## src/rtl/seg_pkg.sv

```systemverilog
// seg_pkg: shared constants and types for the seven-segment scanner
package seg_pkg;
  localparam logic AN_OFF = 1'b1;
  localparam int DEF_N_DIGITS = 4;
  localparam int DEF_SLOT_CYC = 50000;
  localparam int DEF_BLANK_CYC = 500;
  typedef logic [3:0] nib_t;
endpackage

```

## src/rtl/seg_slot_timer.sv

```systemverilog
// seg_slot_timer: slot cycle counter and digit selector with look-ahead flags
module seg_slot_timer import seg_pkg::*; #(
  parameter int N_DIGITS = DEF_N_DIGITS,
  parameter int SLOT_CYC = DEF_SLOT_CYC,
  parameter int BLANK_CYC = DEF_BLANK_CYC
) (
  input  logic clk,
  input  logic rst,
  output logic tick,
  output logic boundary,
  output logic [$clog2(N_DIGITS)-1:0] sel_nx,
  output logic blank_nx
);
  localparam int CW = $clog2(SLOT_CYC);
  localparam int SW = $clog2(N_DIGITS);
  localparam logic [CW-1:0] LAST_CNT = CW'(SLOT_CYC - 1);
  localparam logic [CW-1:0] BLK = CW'(BLANK_CYC);
  localparam logic [SW-1:0] LAST_SEL = SW'(N_DIGITS - 1);
  logic [CW-1:0] cnt, cnt_nx;
  logic [SW-1:0] sel;
  // next counter/selector values so the top can register outputs that match the upcoming cycle
  always_comb begin
    tick = cnt == LAST_CNT;
    boundary = tick && sel == LAST_SEL;
    cnt_nx = tick ? '0 : cnt + 1'b1;
    sel_nx = tick ? (sel == LAST_SEL ? '0 : sel + 1'b1) : sel;
    blank_nx = cnt_nx < BLK;
  end
  // counter and selector state
  always_ff @(posedge clk) begin
    if (rst) begin
      cnt <= '0;
      sel <= '0;
    end else begin
      cnt <= cnt_nx;
      sel <= sel_nx;
    end
  end
endmodule

```

## src/rtl/seg_scan_mux.sv

```systemverilog
// seg_scan_mux: double-buffered multiplexed scanner for a common-anode display
module seg_scan_mux import seg_pkg::*; #(
  parameter int N_DIGITS = DEF_N_DIGITS,
  parameter int SLOT_CYC = DEF_SLOT_CYC,
  parameter int BLANK_CYC = DEF_BLANK_CYC
) (
  input  logic clk,
  input  logic rst,
  input  logic [4*N_DIGITS-1:0] value,
  input  logic [N_DIGITS-1:0] dp_in,
  input  logic load,
  input  logic blank_lz,
  output nib_t digit_nib,
  output logic [N_DIGITS-1:0] an,
  output logic dp,
  output logic frame_done
);
  localparam int W = 4 * N_DIGITS;
  localparam int SW = $clog2(N_DIGITS);
  logic tick, boundary, blank_nx, en;
  logic [SW-1:0] sel_nx;
  logic [W-1:0] pend_val, disp, disp_nx;
  logic [N_DIGITS-1:0] pend_dp, disp_dp, disp_dp_nx, zlz;
  logic pend_vld;
  nib_t nib_nx;
  seg_slot_timer #(.N_DIGITS(N_DIGITS), .SLOT_CYC(SLOT_CYC), .BLANK_CYC(BLANK_CYC)) u_timer (
    .clk(clk),
    .rst(rst),
    .tick(tick),
    .boundary(boundary),
    .sel_nx(sel_nx),
    .blank_nx(blank_nx)
  );
  // next display contents, leading-zero map and enable for the digit about to be shown
  always_comb begin
    disp_nx = !boundary ? disp : load ? value : pend_vld ? pend_val : disp;
    disp_dp_nx = !boundary ? disp_dp : load ? dp_in : pend_vld ? pend_dp : disp_dp;
    zlz = '0;
    zlz[N_DIGITS-1] = disp_nx[W-1 -: 4] == 4'h0;
    for (int i = N_DIGITS - 2; i >= 0; i--) zlz[i] = zlz[i+1] && disp_nx[4*i +: 4] == 4'h0;
    en = !blank_nx && !(blank_lz && sel_nx != '0 && zlz[sel_nx]);
    nib_nx = disp_nx[{sel_nx, 2'b00} +: 4];
  end
  // buffers and registered outputs; pend is swapped into disp only at a frame boundary
  always_ff @(posedge clk) begin
    if (rst) begin
      pend_val <= '0;
      pend_dp <= '0;
      pend_vld <= 1'b0;
      disp <= '0;
      disp_dp <= '0;
      digit_nib <= '0;
      an <= {N_DIGITS{AN_OFF}};
      dp <= 1'b1;
      frame_done <= 1'b0;
    end else begin
      disp <= disp_nx;
      disp_dp <= disp_dp_nx;
      if (boundary) pend_vld <= 1'b0;
      else if (load) begin
        pend_val <= value;
        pend_dp <= dp_in;
        pend_vld <= 1'b1;
      end
      digit_nib <= nib_nx;
      an <= en ? ~({{(N_DIGITS-1){1'b0}}, 1'b1} << sel_nx) : {N_DIGITS{AN_OFF}};
      dp <= en ? ~disp_dp_nx[sel_nx] : 1'b1;
      frame_done <= boundary;
    end
  end
endmodule
```

## config.mk

```make
export PLATFORM = sky130hd
export DESIGN_NAME = seg_scan_mux
export DESIGN_NICKNAME = d
export VERILOG_FILES = /design/src/rtl/seg_pkg.sv /design/src/rtl/seg_slot_timer.sv /design/src/rtl/seg_scan_mux.sv
export SDC_FILE = /design/constraint.sdc
export NUM_CORES = 1
export LEC_CHECK = 0
export ABC_AREA = 1
export CAP_MARGIN = 20
export CORE_ASPECT_RATIO = 0.9
export CORE_UTILIZATION = 46
export DETAILED_ROUTE_END_ITERATION = 8
export GPL_ROUTABILITY_DRIVEN = 0
export GPL_TIMING_DRIVEN = 0
export PLACE_DENSITY = 0.77
export RECOVER_POWER = 50
export SLEW_MARGIN = 20
export SYNTH_ARGS = -nofsm -noshare
export SYNTH_HDL_FRONTEND = slang
export SYNTH_SLANG_ARGS = --single-unit
```

## constraint.sdc

```tcl
create_clock -name clk -period 4.1 [get_ports clk]
set_input_delay 0.82 -clock clk [delete_from_list [all_inputs] [get_ports clk]]
set_output_delay 0.82 -clock clk [all_outputs]
set_load 0.005 [all_outputs]
```

==> flow_summary.ini <==
[setup_path]
reg2reg_setup_slack_ps = 1640
regToRegStartpoint = u_timer.cnt[0]
crit_fanout = 10
cp.arrival_ps = 2710
ff2ff_path_depth = 13
end_kind = flop
path_class = in -> reg
rr_endpoint = an[0]
startpoint_type = input port
worstPathRequired_ps = 4320

[grt]
grt_pass1_wl_um = 14480
grt-ovfl-total = 0
antenna_found_initial = 0
grt_max_degree = 13
grt_pass1_vias = 3350
grtUsageTotal = 0.2311

[floorplan]
die_w_um = 94.53
core_um2 = 7257
dieArea_um2 = 8061
initial_utilization = 0.4884
rows = 29
io_pins = 34
dieHeight_um = 85.28

[clock_tree]
root_buffer = clkbuf_8
cts.path.max_buffers = 2
ctsResizeCount = 0
cts_tree = built
h-tree-depth = 3
insertion_delay_ps = 350
cts.sinks = 69
cts_buffers = 9
hold_buffers = 0
postCtsSetupBuffers = 0
clk_pin_slew_ps = 70

[power]
power_density_nw_per_um2 = 338.6
power.leakage_nw = 1.848
total_power_mw = 1.406
irDropWorstVdd_v = 0.0001709

[yosys]
ys_seq_area_frac = 0.3897
ys_warn_count = 0
synth_cells = 563
synth_top_area_share = 0.3897
synth_area_per_cell_um2 = 6.296
synth_edf_count = 0
syn-num-nets = 589
syn_area_um2 = 3545
ys_seq_elements = 69
synth_ff_type = dfxtp_1
synth_top_cell_by_area = dfxtp_1
async_flop_share = 0
synth.distinct_cells = 30
ys_top_cells_by_area = dfxtp_1, nand2_1, nor2_1

[timing]
final-hold-violation-count = 0
maxSlewViolCount = 0
worst_slew_pin_slew_ps = 735.8
finalSetupViolCount = 0
holdWs_ps = 456.6
slew_headroom = 0.5043
rsz0062_at_grt = false
fin_setup_tns_ps = 0
period_share = 0.6088
fin_crit_ps = 2496
finClkSkew_ps = 12.01
max_freq_mhz = 400.6

[layout]
area_delta_synth_final_pct = 17.19
final_common_cell = nand2_1
nets = 632
final_cell_mix = nand2_1, nor2_1, dfxtp_1
finalNonFillerCells = 704
n_antenna_cell = 0
drive_above_1_share = 0.06383

[detailed_routing]
top_layer_used = met4
wl_met3_um = 581
num_vias = 3670
first_pass_iters = 5
wl_um = 8930
wl_met2_um = 4064
drtIter0Drc = 260
wl_per_cell_um = 12.68
wl_met1_um = 4195
remaining_drc_errors = 0
ant_nets = 0
via_per_inst = 5.213

[hold_path]
min_path_cells = 1
whs_endpoint = u_timer.cnt[0]
min_path_type = reg -> reg
hp-start = u_timer.cnt[0]

[outcome]
status = finished, final reports clean

[flow_run]
maxCapViolations = 0

[place]
place_inst = 688
dp_hpwl_um = 6790
numPortBuffers = 32
flip-flops by register name, summed over array words and instances, names as in the netlist:
name / flops
an: 4
digit_nib: 4
u_timer.cnt: 16
frame_done: 1
u_timer.sel: 2
dp: 1
pend_dp: 4
pend_val: 16
pend_vld: 1
disp: 16
disp_dp: 4
cell families (layout without fill, tap and decap cells):
group,count (synthesis),count (layout),share of synthesized area
AO/OA/AOI/OAI,59,59,0.09354
XOR/XNOR,2,2,0.004943
adder cells (fa/ha/maj),2,2,0.007059
buffers and inverters,83,131,0.09601
flip-flops,69,69,0.3897
multiplexers,1,1,0.002824
AND/OR/NAND/NOR,347,347,0.4059
cell usage after synthesis (2+ instances only):
library cell	count
a211oi_1	3
a21oi_1	16
a22oi_1	3
buf_2	8
buf_4	3
clkbuf_1	9
dfxtp_1	69
ha_1	2
inv_1	59
inv_2	2
nand2_1	172
nand2_2	4
nand3_1	42
nand3_2	2
nand4_1	2
nor2_1	105
nor2_2	11
nor2_4	2
nor3_1	4
o21ai_0	29
o22ai_1	6
xor2_1	2
worst max-delay path: stages:
cell	delay, ps
dlygate4sd3_1	600
inv_1	140
clkbuf_1	390
nand2_1	130
nand2_1	90
nand3_1	70
nand2_1	100
nor2_1	40
nand2_1	60
nand2_1	60
nand3_2	130
nand3_1	90
how the worst max path moves through the flow:
stage	start	to	slack, ps
2_1_floorplan	load	dp	2230
3_3_place_gp	load	digit_nib[3]	1470
3_5_place_dp	load	an[0]	1450
4_1_cts	load	an[0]	1790
5_1_grt	u_timer.cnt[0]	an[2]	1330
6_report	load	an[0]	1600
report_power, final:
| group | total (mW) | internal [mW] | switching, mW |
|---|---|---|---|
| clock network | 0.609 | 0.339 | 0.270 |
| registers | 0.696 | 0.687 | 0.00906 |
| logic | 0.102 | 0.0421 | 0.0602 |
routing by layer:
metal,vias to the layer above,track usage
met5,-,0
met4,0,0.06198
met3,9,0.06541
met2,136,0.3762
met1,1683,0.2990
li1,1842,-
per-stage QoR:
| stage | utilization | setup WS, ps | cell area (µm²) |
|---|---|---|---|
| 2_1_floorplan | - | 2229 | 3545 |
| 3_3_place_gp | 0.5486 | 1465 | 3981 |
| 3_5_place_dp | 0.5486 | 1451 | 3981 |
| 4_1_cts | 0.5781 | 1787 | 4195 |
| 5_1_grt | 0.5724 | 1329 | 4154 |
| 6_report | 0.5724 | 1604 | 4154 |
layout make-up:
type,instances,area [µm²]
Buffer,21,97.59
Timing Repair Buffer,32,320.3
Multi-Input combinational cell,411,1792
Clock inverter,7,90.09
Clock buffer,9,123.9
Tap cell,93,116.4
Sequential cell,69,1381
Inverter,62,232.7
Fill cell,737,3103
Note: power is estimated with default switching activity, not from simulation.
